### src/rtl/wptr_gray_full_pkg.sv
// Shared async-FIFO pointer helpers: widths, depth and Gray/binary conversions.
// Functions work on a wide vector so any pointer width can zero-extend into them.
package fifo_pkg;

   localparam int unsigned FIFO_W = 4;
   localparam int unsigned DEPTH  = 1 << FIFO_W;
   localparam int unsigned GVEC_W = 32;

   typedef logic [FIFO_W:0]   ptr_t;
   typedef logic [FIFO_W-1:0] addr_t;
   typedef logic [GVEC_W-1:0] gvec_t;

   function automatic gvec_t bin2gray(input gvec_t b);
      return b ^ (b >> 1);
   endfunction

   // Bit i is the XOR of bits MSB..i; zero-extended upper bits leave the result unchanged.
   function automatic gvec_t gray2bin(input gvec_t g);
      gvec_t b;
      b[GVEC_W-1] = g[GVEC_W-1];
      for (int unsigned i = GVEC_W - 1; i > 0; i--) begin
         b[i-1] = b[i] ^ g[i-1];
      end
      return b;
   endfunction

endpackage

### src/rtl/wptr_gray_full_enc.sv
// Combinational binary-to-Gray encoder, shared by the write and read pointer blocks.
module bin2gray_enc #(
   parameter int unsigned N = 5
) (
   input  logic [N-1:0] bin,
   output logic [N-1:0] gray
);

   always_comb begin
      gray = bin ^ (bin >> 1);
   end

endmodule

### src/rtl/wptr_gray_full.sv
// Write-side pointer of the async FIFO: binary/Gray write pointer, full,
// almost-full, write-domain fill level and overflow pulse.
module wptr_gray_full
   import fifo_pkg::*;
#(
   parameter int unsigned W         = 4,
   parameter int unsigned AF_THRESH = 12
) (
   input  logic         wclk,
   input  logic         wrst_n,
   input  logic         winc,
   input  logic [W:0]   wq2_rgray,
   output logic [W-1:0] waddr,
   output logic [W:0]   wgray,
   output logic         wfull,
   output logic         walmost_full,
   output logic [W:0]   wlevel,
   output logic         wovf
);

   typedef logic [W:0] wptr_t;

   localparam wptr_t AF_LVL = wptr_t'(AF_THRESH);

   wptr_t wbin;
   wptr_t wbin_next;
   wptr_t wgray_next;
   wptr_t rgray_full;
   wptr_t rbin_s;
   wptr_t wlevel_next;
   logic  push;
   logic  wfull_next;
   logic  waf_next;
   logic  wovf_next;

   bin2gray_enc #(.N(W + 1)) u_enc (
      .bin  (wbin_next),
      .gray (wgray_next)
   );

   // Full when the write pointer is one full lap ahead: top two Gray bits inverted.
   always_comb begin
      push        = winc & ~wfull;
      wbin_next   = wbin + wptr_t'(push);
      rgray_full  = {~wq2_rgray[W:W-1], wq2_rgray[W-2:0]};
      rbin_s      = wptr_t'(gray2bin(gvec_t'(wq2_rgray)));
      wlevel_next = wbin_next - rbin_s;
      wfull_next  = (wgray_next == rgray_full);
      waf_next    = (wlevel_next >= AF_LVL);
      wovf_next   = winc & wfull;
   end

   always_ff @(posedge wclk or negedge wrst_n) begin
      if (!wrst_n) begin
         wbin         <= '0;
         wgray        <= '0;
         wfull        <= 1'b0;
         walmost_full <= 1'b0;
         wlevel       <= '0;
         wovf         <= 1'b0;
      end else begin
         wbin         <= wbin_next;
         wgray        <= wgray_next;
         wfull        <= wfull_next;
         walmost_full <= waf_next;
         wlevel       <= wlevel_next;
         wovf         <= wovf_next;
      end
   end

   assign waddr = wbin[W-1:0];

endmodule

### config.mk
export PLATFORM = sky130hd
export DESIGN_NAME = wptr_gray_full
export DESIGN_NICKNAME = d
export VERILOG_FILES = /design/src/rtl/wptr_gray_full_pkg.sv /design/src/rtl/wptr_gray_full_enc.sv /design/src/rtl/wptr_gray_full.sv
export SDC_FILE = /design/constraint.sdc
export NUM_CORES = 1
export LEC_CHECK = 0
export CORE_MARGIN = 4
export CORE_UTILIZATION = 44
export CTS_CLUSTER_DIAMETER = 100
export DETAILED_ROUTE_END_ITERATION = 8
export PLACE_DENSITY = 0.74
export SYNTH_ARGS = -nofsm -noshare
export SYNTH_HDL_FRONTEND = slang
export SYNTH_SLANG_ARGS = --single-unit
### constraint.sdc
create_clock -name wclk -period 2.9 [get_ports wclk]
set_input_delay 0.435 -clock wclk [delete_from_list [all_inputs] [get_ports wclk]]
set_output_delay 0.435 -clock wclk [all_outputs]
set_load 0.005 [all_outputs]
Word-level counts from Yosys, hierarchy flattened. Index checks and enable logic that the tools add are counted.

Input port bits: 8. Word-level logic and storage cells: 19. Register bits: 18. Output and inout port bits: 17.

Bitwise gates (word level): 9. Eq/ne operators: 1. Order comparisons: 1. Add/subtract/negate cells: 2.

Operators with widths (number): adder 5 x 1 -> 5 bit (1); == test 5 bit (1); greater-or-equal comparator 5 x 4 -> 1 bit, second input constant (1); subtractor 5 bit (1); bitwise XOR 5 x 4 -> 5 bit (1); bitwise XOR 1 bit (4); AND 1 bit (2); inverter 2 bit (1); inverter 1 bit (1).

Longest topological paths before layout.
Word-level depth: 6. Depth in mapped cells: 10. Mapped depth without buffers: 10.

Hierarchy. From an unflattened synthesis, not the netlist that was laid out.

Cell total of the unflattened synthesis: 77. Area, all modules: 937.1 sq um.

By module, submodules not included: wptr_gray_full (area each 894.6 sq um, cells each 72, instances 1); bin2gray_enc (area each 42.5 sq um, cells each 5, instances 1).

Worst setup path after synthesis. Ideal clock, no wire load.

Path kind: input-to-reg. From: input wq2_rgray[4]. To: register walmost_full. Library setup time: 0.138 ns. Setup slack: 0.062 ns. Cell stages on the path: 10. Data arrival time: 2.700 ns. Buffers on the path: 0. Data required time: 2.762 ns. Path through: xnor2_2 > xor2_1 > xor2_1 > xnor2_1 > ha_1 > fa_1 > nor2b_1 > o21ai_0 > and3_1 > or4b_1.

Longest elaborated chain between the ends: 6.

Ends and longest elaborated chain: start, declared (line wptr_gray_full.sv:12) `input logic [W:0] wq2_rgray,`; bitwise XOR 1 bit (4 in a row) (line wptr_gray_full_pkg.sv:22) `b[i-1] = b[i] ^ g[i-1];`; subtractor 5 bit (*) (line wptr_gray_full.sv:47) `wlevel_next = wbin_next - rbin_s;`; greater-or-equal comparator 5 x 4 -> 1 bit (*) (line wptr_gray_full.sv:49) `waf_next = (wlevel_next >= AF_LVL);`; named net waf_next (line wptr_gray_full.sv:33) `logic waf_next;`; end signal, assigned (line wptr_gray_full.sv:65) `walmost_full <= waf_next;`; end, declared (line wptr_gray_full.sv:16) `output logic walmost_full,`.

The timed path passes the listed nets; every way through them passes the cells marked *.

Worst setup path in the final report. Same ends and word-level chain as after synthesis.

==> impl_metrics.env <==
export IMPL_status="complete, no violations"
export IMPL_synthToLayoutAreaGrowth_pct=49.7
export IMPL_netlist_instances=78
export IMPL_initial_core_util_pct=46.9
export IMPL_cp_start_kind="primary input"
export IMPL_setup_viol=0
export IMPL_critPathRequiredTime_ns=3.07
export IMPL_fillers=162
export IMPL_yosysTopAreaCell="dfrtp_1"
export IMPL_die_h_um=54.2
export IMPL_fin_util_pct=70.3
export IMPL_cts_sinks=17
export IMPL_clock_skew_final_ns=0.00949
export IMPL_synth_top_area_share_pct=45.3
export IMPL_post_route_period_util_pct=98.8
export IMPL_via_per_inst=4.71
export IMPL_clk_path_buf_depth=2
export IMPL_syn_avg_cell_area_um2=12.0
export IMPL_row_count=16
export IMPL_powerDensity_nw_per_um2=1250
export IMPL_worst_pin_slew_ns=0.783
export IMPL_seq_area_um2=425
export IMPL_layout_nets=141
export IMPL_vdd_drop_max_v=0.000889
export IMPL_synthesis_nets=93
export IMPL_dieArea_um2=2940
export IMPL_hold_buffers=0
export IMPL_io_pins=25
export IMPL_clock_latency_ns=0.29
export IMPL_synth_async_reset_ratio_pct=100
export IMPL_drc_errors=0
export IMPL_max_slew_margin_rel_pct=47.6
export IMPL_multi_input_area_um2=497
export IMPL_period_minus_slack_ns=2.87
export IMPL_synth_area_um2=940
export IMPL_n_antenna_cell=0
export IMPL_maxSlewViolCount=0
export IMPL_hold_ws_ns=0.539
export IMPL_wl_per_cell_um=12.8
export IMPL_gp_congestion=0.739
export IMPL_dr_pass1_iters=4
export IMPL_grt_pass1_vias=741
export IMPL_grt_use_met3_pct=4.63
export IMPL_grt_busiest_layer="met2"
export IMPL_grt_start_max_net_pins=18
export IMPL_critPathCaptureType="register"
export IMPL_worstSetupPathType="in2reg"
export IMPL_antenna_found_initial=0
export IMPL_synth_edff_count=0
export IMPL_synth_area_leaders="dfrtp_1, xnor2_1, ha_1, xor2_1, xnor2_2"
export IMPL_ys_seq_area_share_pct=45.3
export IMPL_cap_violations=0
export IMPL_yosysUniqueCellTypes=29
export IMPL_worstPathArrival_ns=3.03
export IMPL_crit_fanout=2
export IMPL_io_buffer_count=24
export IMPL_use_met2_pct=26.9
export IMPL_ys_flop_type="dfrtp_1"
export IMPL_grt_pass1_wl_mm=3.08
export IMPL_vias=716
export IMPL_drive_gt1_share_pct=28.0
export IMPL_tritoncts="yes"
export IMPL_clock_root_buffer="clkbuf_4"
export IMPL_drt_initial_drc_count=7
export IMPL_path_clk_slew_ns=0.11
export IMPL_hold_viol_final=0
export IMPL_routed_wl_mm=1.95
export IMPL_hpwl_mm=1.52
export IMPL_grt_ovfl_total=0
export IMPL_ys_seq_elements=17
export IMPL_grt_total_usage_pct=14.8
export IMPL_leakagePower_nw=0.645
export IMPL_core_area_um2=2000
export IMPL_min_path_type="reg2reg"
export IMPL_ant_nets=0
export IMPL_cts_buffers=3
export IMPL_synth_warnings=0
export IMPL_gr_usage_met1_pct=16.1
export IMPL_htree_levels=1
export IMPL_max_freq_mhz=349
export IMPL_die_x_um=54.2
final timing paths:
check	from	slack [ns]	depth (start not counted)	endpoint
hold / removal	wfull	0.54	1	wovf
min in group asynchronous	wrst_n	0.58	1	wbin[0]
setup / recovery	wq2_rgray[4]	0.03	11	walmost_full
hold reg to reg	wfull	0.54	1	wovf
setup reg to reg	wfull	0.42	9	walmost_full
max in group asynchronous	wrst_n	1.82	1	walmost_full
through the flow:
step                setup TNS (ns)  area, um2  worst slack, ns  power, mW  instances
floorplan                        0        940           0.0618       1.09         78
global placement            -0.648       1340           -0.439       1.59        145
detailed placement          -0.757       1340           -0.504       1.62        145
CTS                              0       1380           0.0216       1.76        151
global route                -0.112       1410           -0.112       1.92        152
finish                           0       1410           0.0349       1.76        152
report_power, final:
part	switching, mW	total, mW	internal [mW]
Combinational	0.490	1.18	0.689
Clock	0.0785	0.131	0.0524
Sequential	0.0824	0.448	0.365
Total	0.651	1.76	1.11
synthesized netlist by cell type (2+ instances only):
cell type   n
inv_1       8
xor2_1      6
dfrtp_1    17
nor2b_1     2
xnor2_1    12
nand3_1     3
xnor2_2     2
a21oi_1     2
ha_1        6
repair_timing:
item,4_1_cts,5_1_grt
pin swaps,3,3
gates cloned,0,0
buffers inserted,2,1
endpoints found under the setup margin,1,1
resized for setup,2,4
critical path: stages:
cell and delay (ns):
dlygate4sd2_1 0.27, xnor2_2 0.25, xor2_2 0.23, xor2_2 0.21, xnor2_1 0.12, ha_1 0.24, fa_2 0.37, nor2b_1 0.12
o21ai_0 0.10, and3_1 0.20, or4b_1 0.49
layout make-up:
type / instances / area share [%]
Tap cell: 27 / 2.40
Multi-Input combinational cell: 52 / 35.3
Clock inverter: 1 / 0.534
Timing Repair Buffer: 44 / 27.8
Clock buffer: 3 / 1.60
Inverter: 8 / 2.14
Sequential cell: 17 / 30.2
cells in the final DEF (no fill, tap or decap), types with 3 or more instances in the layout:
| cell | instances |
|---|---|
| clkdlybuf4s50_1 | 21 |
| buf_4 | 20 |
| dfrtp_1 | 17 |
| xnor2_1 | 12 |
| inv_1 | 8 |
| ha_1 | 6 |
| xor2_1 | 4 |
| xor2_2 | 3 |
| nand3_1 | 3 |
| clkbuf_4 | 3 |
flip-flops by register name (all words and copies together), names as in the netlist:
register      cells
wlevel            5
wfull             1
wovf              1
wbin              5
wgray             4
walmost_full      1
layer usage:
layer  vias up  share of wire (%)
met5         -                  0
met4         0                2.4
met3         4                4.3
met2        23                 54
met1       335                 40
li1        354                  -
logic make-up after synthesis:
group,synth area share (%)
xor+xnor,22.0
flops,45.3
simple gates,9.99
compound gates,7.86
buf+inv,3.73
fa+ha+maj,10.1
mux,1.07
Note: power is estimated with default switching activity, not from simulation.
